[config.mk]
export PLATFORM = sky130hd
export DESIGN_NAME = mux_serializer16
export DESIGN_NICKNAME = d
export VERILOG_FILES = /design/src/rtl/mux_serializer16_pkg.sv /design/src/rtl/mux_serializer16_bit_select16.sv /design/src/rtl/mux_serializer16.sv
export SDC_FILE = /design/constraint.sdc
export NUM_CORES = 1
export LEC_CHECK = 0
export BUFFER_PORTS_ARGS = -buffer_cell sky130_fd_sc_hd__buf_2
export CORE_ASPECT_RATIO = 0.6
export CORE_MARGIN = 2
export CORE_UTILIZATION = 55
export CTS_CLUSTER_DIAMETER = 200
export DETAILED_ROUTE_END_ITERATION = 16
export HOLD_SLACK_MARGIN = 0.08
export PLACE_DENSITY = 0.82
export SLEW_MARGIN = 10
export SYNTH_ARGS = -nofsm -noshare
export SYNTH_HDL_FRONTEND = slang
export SYNTH_HIERARCHICAL = 1
export SYNTH_SLANG_ARGS = --single-unit
[constraint.sdc]
create_clock -name clk -period 4.45 [get_ports clk]
set_input_delay 0.2225 -clock clk [delete_from_list [all_inputs] [get_ports clk]]
set_output_delay 0.2225 -clock clk [all_outputs]
set_load 0.005 [all_outputs]
[src/rtl/mux_serializer16_pkg.sv]
// rtl/mux_serializer16_pkg.sv - shared types and widths for the 16-bit word serializer
// Purpose: state encoding and word/index widths used by the serializer and its bit selector.
// Ports: none (package).
package mux_serializer16_pkg;

  localparam int WORD_W = 16;
  localparam int SEL_W  = 4;

  // Index of the final bit in a word; ends the word and opens the load window.
  localparam logic [SEL_W-1:0] SEL_MAX = 4'd15;

  typedef enum logic {
    IDLE  = 1'b0,
    SHIFT = 1'b1
  } state_t;

endpackage

[src/rtl/mux_serializer16_bit_select16.sv]
// rtl/mux_serializer16_bit_select16.sv - combinational 16:1 bit multiplexer
// Purpose: pick one bit of a 16-bit word by physical bit index.
// Ports:
//   data_in  in  16  word to select from
//   sel_in   in  4   physical bit index
//   bit_out  out 1   selected bit
module bit_select16
  import mux_serializer16_pkg::*;
(
  input  logic [WORD_W-1:0] data_in,
  input  logic [SEL_W-1:0]  sel_in,
  output logic              bit_out
);

  always_comb begin
    bit_out = data_in[sel_in];
  end

endmodule

[src/rtl/mux_serializer16.sv]
// rtl/mux_serializer16.sv - 16-bit parallel-to-serial converter with ready/valid on both sides
// Purpose: accept a 16-bit word, send it one bit per transfer in a selectable order, and
//          count completed words. Back-to-back words stream without a bubble.
// Ports:
//   clk        in   1      clock, rising edge
//   rst_n      in   1      asynchronous active-low reset
//   in_valid   in   1      upstream word available
//   in_ready   out  1      word accepted this cycle when in_valid is also high
//   in_data    in   16     parallel word, sampled only on accept
//   ser_valid  out  1      ser_data holds a valid bit
//   ser_ready  in   1      downstream consumes the bit this cycle
//   ser_data   out  1      current serial bit
//   ser_last   out  1      current bit is the last of its word
//   sel        out  4      bit index in send order
//   busy       out  1      word in flight
//   word_count out  CNT_W  completed words, wraps
module mux_serializer16
  import mux_serializer16_pkg::*;
#(
  parameter int MSB_FIRST = 0,
  parameter int CNT_W     = 8
) (
  input  logic              clk,
  input  logic              rst_n,
  input  logic              in_valid,
  output logic              in_ready,
  input  logic [WORD_W-1:0] in_data,
  output logic              ser_valid,
  input  logic              ser_ready,
  output logic              ser_data,
  output logic              ser_last,
  output logic [SEL_W-1:0]  sel,
  output logic              busy,
  output logic [CNT_W-1:0]  word_count
);

  state_t             state_q, state_d;
  logic [WORD_W-1:0]  hold_q, hold_d;
  logic [SEL_W-1:0]   sel_q, sel_d;
  logic [CNT_W-1:0]   word_count_q, word_count_d;

  logic [SEL_W-1:0]   bit_idx;
  logic               sel_bit;
  logic               in_shift;
  logic               at_last;
  logic               bit_xfer;

  always_ff @(posedge clk or negedge rst_n) begin
    if (!rst_n) begin
      state_q      <= IDLE;
      hold_q       <= '0;
      sel_q        <= '0;
      word_count_q <= '0;
    end else begin
      state_q      <= state_d;
      hold_q       <= hold_d;
      sel_q        <= sel_d;
      word_count_q <= word_count_d;
    end
  end

  // Send order is mapped to a physical bit index here so the selector stays order-agnostic.
  always_comb begin
    bit_idx = (MSB_FIRST != 0) ? (SEL_MAX - sel_q) : sel_q;
  end

  bit_select16 u_bit_select (
    .data_in (hold_q),
    .sel_in  (bit_idx),
    .bit_out (sel_bit)
  );

  always_comb begin
    in_shift = (state_q == SHIFT);
    at_last  = (sel_q == SEL_MAX);
    bit_xfer = in_shift && ser_ready;

    // The last bit's transfer doubles as the load slot for the next word, so in_ready
    // follows ser_ready combinationally there to avoid a bubble between words.
    in_ready   = !in_shift || (at_last && ser_ready);
    ser_valid  = in_shift;
    ser_data   = in_shift && sel_bit;
    ser_last   = in_shift && at_last;
    sel        = sel_q;
    busy       = in_shift;
    word_count = word_count_q;
  end

  always_comb begin
    state_d      = state_q;
    hold_d       = hold_q;
    sel_d        = sel_q;
    word_count_d = word_count_q;

    case (state_q)
      IDLE: begin
        if (in_valid) begin
          hold_d  = in_data;
          sel_d   = '0;
          state_d = SHIFT;
        end
      end
      SHIFT: begin
        if (bit_xfer) begin
          if (!at_last) begin
            sel_d = sel_q + 4'd1;
          end else begin
            word_count_d = word_count_q + {{(CNT_W-1){1'b0}}, 1'b1};
            sel_d        = '0;
            if (in_valid) begin
              hold_d = in_data;
            end else begin
              state_d = IDLE;
            end
          end
        end
      end
      default: begin
        state_d = IDLE;
      end
    endcase
  end

endmodule

==> results.yml, run 1 <==
run_status:
  outcome: "finished clean"
placed_design:
  dp_hpwl_um: 2280
  port-buffer-count: 36
  place.gp.congestion: 0.801
  post_dp_cell_area_um2: 1650
  dpl.cell_count: 171
timing:
  fmax_mhz: 445
  period_share: 0.504
  rsz0062_at_grt: "false"
  hold_viol: 0
  finalSetupViolations: 0
  fin_crit_ns: 2.25
  slew_violations: 0
  setup_tns_ns: 0
  max_slew.worst_pin.slew_ns: 0.674
  fin_skew_ns: 0.00809
  slew_headroom: 0.550
yosys:
  synth-seq-area-share: 0.493
  synth_area_leaders: "dfrtp_1 49%, mux2_4 10%, mux4_1 7.1%"
  yosysTopAreaCellShare: 0.493
  ys_types: 29
  ys.warnings.count: 6
  syn_nets: 129
  netlist_area_um2: 1470
  syn_inst: 107
  ys_ff_latch: 29
  yosys.area.top_type: "dfrtp_1"
  synth.avg_cell_area_um2: 13.8
route:
  drt-vias-per-instance: 5.82
  ant_nets: 0
  wirelength_um: 3260
  vias: 1041
  routedWlPerCell_um: 18.2
  drtIter0Drc: 90
  firstDrtPassIters: 4
  drc: 0
cts:
  cts_resized: 0
  clockBufferDepth: 2
  clock_sinks: 29
  clockRootBuffer: "clkbuf_8"
  htreeDepth: 2
  cts_inserted_buffers: 5
  worstSkewPairLatency_ns: 0.29
  cts_setup_buffers: 0
  tritoncts: "done"
  hold_buffers: 1
  clkTransAtPathRegs_ns: 0.07
power:
  p_per_area_nw_per_um2: 573
  p_sw_uw: 311
  p_seq_frac: 0.461
  sw_frac_of_total: 0.310
  cellLeakagePower_uw: 0.000885
  pwr-share-clk: 0.223
  p_total_uw: 1000
  ir_worst_vdd_mv: 0.328
  p_comb_frac: 0.316
  p_int_uw: 691
die:
  die_y_um: 44.1
  start_util: 0.583
  core_um2: 2520
  dieWidth_um: 70.8
  io_pins: 37
  die_area_um2: 3120
  rows: 14
setup_path:
  critPathArrivalTime_ns: 2.02
  required_ns: 4.23
  crit_path_end_kind: "output pin"
  start_kind: "flip-flop"
  rrSetupSlack_ns: 2.24
  rr_startpoint: "sel[0]"
  critPathSlowestCell: "mux4_1"
  crit_path_end: "ser_data"
  cpPeakStageDelay_ns: 0.64
  crit_top_cell: "mux2i_1"
  worst-path-max-fanout: 10
  worstPathCellList: "mux4_1 > mux2i_1 > mux2i_1 > and2_1 > buf_2"
  critPathKind: "reg -> out"
  rr_worst_depth: 4
  critPathLaunch: "sel[0]"
  rr_endpoint: "hold_q[7]"
final_layout:
  drive_gt1_frac: 0.429
  final_util: 0.693
  fin_area_um2: 1750
  syn_to_final_growth_pct: 18.9
  num-nets-final: 169
  instances_no_fill: 179
  antenna_cells: 0
global_route:
  grt_pass1_wl_um: 5460
  track_usage: 0.245
  grt_pass1_vias: 1051
  overflow: 0
  antenna_found_initial: 0
  grt_max_degree: 30
hold_path:
  hp-class: "in -> reg"
flow_run:
  drv_cap: 0
-- power by group through the flow --
stage | registers (µW) | logic [µW] | clock network, µW
after CTS | 461 | 318 | 226
final | 462 | 316 | 224
after detailed placement | 465 | 315 | 0
after floorplan | 430 | 234 | 0
after global routing | 477 | 345 | 237
after global placement | 453 | 298 | 0
-- layout by cell type (no fill, tap or decap), types with 2 or more instances in the layout --
cell type,synthesis,layout
clkbuf_8,0,6
nand4_1,2,2
mux2_2,8,8
nor4_1,2,2
mux2i_1,3,3
xor2_1,7,7
and2_1,2,2
ha_1,2,2
a21boi_0,2,2
buf_2,0,36
o21ai_0,4,4
nand3_1,5,5
nand2_1,5,5
mux4_1,4,4
nor3_1,4,4
dfrtp_1,29,29
mux2_4,10,10
nand2b_1,3,3
nor2_1,2,2
-- per-layer routing --
metal  share of wire  wire length (µm)  global-route usage
met5               0                 0                   0
met4           0.021                69               0.106
met3           0.071               233               0.100
met2            0.46              1500               0.359
met1            0.45              1470               0.329
-- synth_stat cells --
cell type and n:
a21boi_0 2, a21boi_4 1, a21o_1 1, a22o_1 1, a2bb2oi_1 1, and2_1 2, and3_2 1, buf_12 1
buf_4 2, clkbuf_1 1, dfrtp_1 29, ha_1 2, inv_1 1, mux2_2 8, mux2_4 10, mux2i_1 3
mux4_1 4, nand2_1 5, nand2b_1 3, nand3_1 5, nand3b_1 1, nand4_1 2, nand4_2 1, nor2_1 2
nor3_1 4, nor3b_1 1, nor4_1 2, o21ai_0 4, xor2_1 7
-- registers in the layout (all words and copies together), names as in the netlist --
name / cells
hold_q: 16
word_count: 8
sel: 4
busy: 1
-- through the flow --
stage	worst slack [ns]	hold slack, ns
after global placement	2.43	0.266
after CTS	2.21	0.157
after floorplan	2.69	-0.0731
final	2.21	0.162
after detailed placement	2.29	0.289
after global routing	2.07	0.159
-- worst max-delay path, delay by kind of cell (launching register included) --
kind | cells | cell delay, ns
muxes | 3 | 0.87
DFF | 1 | 0.58
buffers and inverters | 1 | 0.12
and+or+nand+nor | 1 | 0.16
-- cells by family (layout without fill, tap and decap cells) --
kind of cell	after synthesis	in the layout	share of synthesized area
xor+xnor	7	7	0.0417
fa+ha+maj	2	2	0.0170
compound gates	10	10	0.0536
mux	25	25	0.255
simple gates	29	29	0.111
flops	29	29	0.493
buf+inv	5	45	0.0289
-- final cells by class --
cell class | count | area [µm²]
Clock buffer | 7 | 86.3
Fill cell | 196 | 773
Inverter | 1 | 3.75
Multi-Input combinational cell | 73 | 703
Sequential cell | 29 | 726
Tap cell | 32 | 40.0
Timing Repair Buffer | 37 | 190
-- worst min path at each step --
stage           startpoint    endpoint  slack (ns)  cells past startpoint
2_1_floorplan        rst_n        busy       -0.07                      0
3_3_place_gp         rst_n   hold_q[1]        0.27                      1
3_5_place_dp         rst_n   hold_q[9]        0.29                      1
4_1_cts         in_data[2]   hold_q[2]        0.16                      2
5_1_grt        in_data[10]  hold_q[10]        0.16                      2
6_report        in_data[2]   hold_q[2]        0.16                      2
Note: power is estimated with default switching activity, not from simulation.
==> inputs of run 2 (changes only) <==
CORE_UTILIZATION = 52   (was 55)
PLACE_DENSITY = 0.78   (was 0.82)
clock period = 2.3 ns   (was 4.45 ns; I/O delays follow)
==> results.yml, run 2 (same netlist as run 1, synthesis figures left out) <==
global_route:
  grt_pass1_vias: 1021
  grt_pass1_wl_um: 5060
  antenna_found_initial: 0
  track_usage: 0.220
  grt_max_degree: 30
  overflow: 0
setup_path:
  worst-path-stages: 5
  cpLargestDelayFamily: "multiplexers"
  critPathKind: "reg -> out"
  crit_path_end_kind: "output pin"
  worstPathCellList: "mux4_1 > mux2i_1 > mux2i_1 > and2_1 > buf_2"
  path_buf_inv: 1
  rr_worst_depth: 5
  critPathSlowestCell: "mux4_1"
  worst-path-max-fanout: 10
  start_kind: "flip-flop"
  crit_top_cell: "mux2i_1"
  crit_path_end: "ser_data"
  cpPeakStageDelay_ns: 0.64
  critPathLaunch: "sel[0]"
  rrSetupSlack_ns: 0.31
  critPathArrivalTime_ns: 2.01
  required_ns: 2.18
  rr_endpoint: "hold_q[7]"
  rr_startpoint: "sel[0]"
cts:
  worstSkewPairLatency_ns: 0.28
  clockBufferDepth: 2
  clockRootBuffer: "clkbuf_8"
  clock_sinks: 29
  cts_resized: 0
  cts_inserted_buffers: 5
  clkTransAtPathRegs_ns: 0.06
  tritoncts: "done"
  htreeDepth: 2
  hold_buffers: 16
  cts_setup_buffers: 0
placed_design:
  pre_cts_slack_ns: 0.327
  dp_hpwl_um: 2090
  post_dp_cell_area_um2: 1660
  port-buffer-count: 36
  place.gp.congestion: 0.783
  dpl.cell_count: 172
route:
  routedWlPerCell_um: 16.4
  drt-vias-per-instance: 5.41
  wl_met2_um: 1400
  met1_length_um: 1560
  dr_wl_met3_um: 159
  wirelength_um: 3200
  ant_nets: 0
  vias: 1055
  top_layer_used: "met4"
  drc: 0
  drtIter0Drc: 70
  firstDrtPassIters: 6
timing:
  max_slew.worst_pin.slew_ns: 0.654
  fin_crit_ns: 2.12
  fmax_mhz: 471
  setup_tns_ns: 0
  period_share: 0.924
  rsz0062_at_grt: "false"
  setup_ws_ns: 0.175
  slew_headroom: 0.564
  finalSetupViolations: 0
  slew_violations: 0
  hold_viol: 0
  fin_skew_ns: 0.00238
  hold_ws_ns: 0.0881
final_layout:
  antenna_cells: 0
  drive_gt1_frac: 0.393
  instances_no_fill: 195
  nFillCells: 183
  largest_reg_flops: 16
  top_register: "hold_q"
  layout_common_cells: "36 x buf_2, 29 x dfrtp_1, 16 x dlygate4sd3_1"
  fin_area_um2: 1910
  syn_to_final_growth_pct: 29.6
  num-nets-final: 185
  final_common_cell: "buf_2"
power:
  ir_worst_vdd_mv: 0.652
  p_per_area_nw_per_um2: 1020
  cellLeakagePower_uw: 0.000953
die:
  die_area_um2: 3290
  dieWidth_um: 72.7
  die_y_um: 45.2
  io_pins: 37
  core_um2: 2590
  rows: 14
  start_util: 0.568
hold_path:
  hp-start: "in_data[1]"
  hp-class: "in -> reg"
flow_run:
  drv_cap: 0
run_status:
  outcome: "finished clean"
[run 2: cell types whose count changed in the layout (fill, tap and decap cells not counted)]
cell	change
dlygate4sd3_1	+15
buf_4	+1
[run 2: how the worst min path moves through the flow]
stage / slack (ns) / cells after the start / end
2_1_floorplan: -0.18 / 0 / busy
3_3_place_gp: 0.16 / 1 / hold_q[0]
3_5_place_dp: 0.17 / 1 / hold_q[1]
4_1_cts: 0.08 / 2 / hold_q[1]
5_1_grt: 0.08 / 2 / hold_q[1]
6_report: 0.09 / 2 / hold_q[1]
[run 2: layout make-up]
class / count / area, µm² / area share
flip-flops and latches: 29 / 726 / 0.381
multi-input cells: 73 / 703 / 0.369
repair buffers: 53 / 348 / 0.182
clock buffers: 7 / 86.3 / 0.0453
well taps: 32 / 40.0 / 0.0210
inverters: 1 / 3.75 / 0.00197
[run 2: stage by stage]
stage | util | total power (µW)
after CTS | 0.736 | 1940
after global placement | 0.640 | 1450
after floorplan | - | 1280
final | 0.736 | 1940
after global routing | 0.736 | 2040
after detailed placement | 0.640 | 1490
[run 2: per-layer routing]
metal  vias to the layer above  global-route usage
met5                         -                   0
met4                         0               0.122
met3                         8              0.0625
met2                        30               0.324
met1                       514               0.298
li1                        503                   -
[run 2: power by group]
| part | leakage (µW) | switching, µW | internal, µW | total, µW |
|---|---|---|---|---|
| Sequential | 0.000362 | 200 | 693 | 893 |
| Clock | 0.0000443 | 187 | 237 | 424 |
| Combinational | 0.000546 | 200 | 423 | 623 |
| Total | 0.000953 | 587 | 1350 | 1940 |
[run 2: worst register-to-register path: cells and delay by family (launching register included)]
family | cells | cell delay, ns
compound gates | 1 | 0.18
fa+ha+maj | 1 | 0.32
buf+inv | 1 | 0.28
flops | 1 | 0.57
mux | 1 | 0.38
simple gates | 1 | 0.16
==> inputs of run 3 (changes only) <==
REMOVE_ABC_BUFFERS = 1   (was unset)
==> results.yml, run 3 (same netlist as run 1, synthesis figures left out) <==
run_status:
  outcome: "finished clean"
cts:
  clockRootBuffer: "clkbuf_8"
  htreeDepth: 2
  cts_setup_buffers: 0
  worstSkewPairLatency_ns: 0.28
  clkTransAtPathRegs_ns: 0.06
  tritoncts: "done"
  clockBufferDepth: 2
  clock_sinks: 29
  cts_inserted_buffers: 5
final_layout:
  syn_to_final_growth_pct: 29.6
  antenna_cells: 0
  seq_area_um2: 726
  layout_common_cells: "36 x buf_2, 29 x dfrtp_1, 16 x dlygate4sd3_1"
  top_register: "hold_q"
  nFillCells: 185
  largest_reg_flops: 16
  drive_gt1_frac: 0.393
  final_common_cell: "buf_2"
  num-nets-final: 185
  multi_input_area_um2: 703
timing:
  period_share: 0.904
  setup_tns_ns: 0
  max_slew.worst_pin.slew_ns: 0.640
  slew_headroom: 0.573
  fin_crit_ns: 2.08
  hold_viol: 0
  slew_violations: 0
  fin_skew_ns: 0.00751
  fmax_mhz: 481
  finalSetupViolations: 0
  rsz0062_at_grt: "false"
placed_design:
  dp_hpwl_um: 2020
  place.gp.congestion: 0.754
  port-buffer-count: 36
route:
  routedWlPerCell_um: 15.2
  drtIter0Drc: 33
  ant_nets: 0
  firstDrtPassIters: 4
  drc: 0
  drt-vias-per-instance: 5.36
  vias: 1046
  wirelength_um: 2970
power:
  ir_worst_vdd_mv: 0.638
  p_comb_frac: 0.322
  p_sw_uw: 553
  p_seq_frac: 0.463
  cellLeakagePower_uw: 0.000953
  p_total_uw: 1910
  p_per_area_nw_per_um2: 1000
  sw_frac_of_total: 0.290
  p_int_uw: 1350
  pwr-share-clk: 0.215
die:
  rows: 14
  dieWidth_um: 72.7
  io_pins: 37
  core_um2: 2590
  start_util: 0.568
  die_y_um: 45.2
  die_area_um2: 3290
global_route:
  grt_max_degree: 30
  overflow: 0
  track_usage: 0.212
  grt_pass1_vias: 1034
  antenna_found_initial: 0
  grt_pass1_wl_um: 4950
setup_path:
  crit_path_end_kind: "output pin"
  critPathLaunch: "sel[0]"
  start_kind: "flip-flop"
  critPathArrivalTime_ns: 1.96
  rr_startpoint: "sel[0]"
  critPathKind: "reg -> out"
  required_ns: 2.18
  worst-path-max-fanout: 10
hold_path:
  hp-start: "in_data[3]"
  hp-class: "in -> reg"
flow_run:
  drv_cap: 0
==> run 3: what timing repair did <==
action	CTS	global route
endpoints found under the setup margin	0	0
endpoints found under the hold margin	43	1
hold buffers	15	1
gates resized for setup	0	0
==> run 3: path summary, 6_finish.rpt <==
path / cells past startpoint / endpoint / slack [ns]
worst max-delay path: 5 / ser_data / 0.22
worst min-delay path: 2 / hold_q[3] / 0.09
worst max register to register: 5 / hold_q[3] / 0.31
worst min register to register: 1 / word_count[7] / 0.46
max in group asynchronous: 2 / word_count[0] / 1.48
min in group asynchronous: 2 / hold_q[7] / 0.40
==> run 3: per-layer routing <==
metal  up-vias  share of wire  track usage
li1        509              -            -
met1       505           0.46        0.267
met2        25           0.48        0.347
met3         7          0.047       0.0670
met4         0          0.011       0.0889
met5         -              0            0
==> run 3: through the flow <==
stage / cell area [µm²] / util / setup WS (ns) / cells / hold WS (ns)
final: 1910 / 0.736 / 0.221 / 195 / 0.0908
after global routing: 1910 / 0.736 / 0.0994 / 195 / 0.0909
after CTS: 1900 / 0.732 / 0.210 / 194 / 0.0840
after detailed placement: 1660 / 0.640 / 0.331 / 172 / 0.176
after global placement: 1660 / 0.640 / 0.434 / 172 / 0.157
after floorplan: 1430 / - / 0.417 / 103 / -0.181
==> run 3: final cells by class <==
| cell class | instances | area share |
|---|---|---|
| multi-input cells | 73 | 0.369 |
| flip-flops and latches | 29 | 0.381 |
| well taps | 32 | 0.0210 |
| clock buffers | 7 | 0.0453 |
| inverters | 1 | 0.00197 |
| repair buffers | 53 | 0.182 |
==> run 3: critical path: stages, from the launching register on <==
cell and delay [ns]:
dfrtp_1 0.57, mux4_1 0.62, mux2i_1 0.15, mux2i_1 0.08, and2_1 0.16, buf_2 0.12
==> run 3: power by group through the flow <==
stage	clock network (µW)	logic, µW	registers (µW)
2_1_floorplan	0	442	833
3_3_place_gp	0	573	872
3_5_place_dp	0	599	890
4_1_cts	421	621	883
5_1_grt	444	679	917
6_report	410	613	883
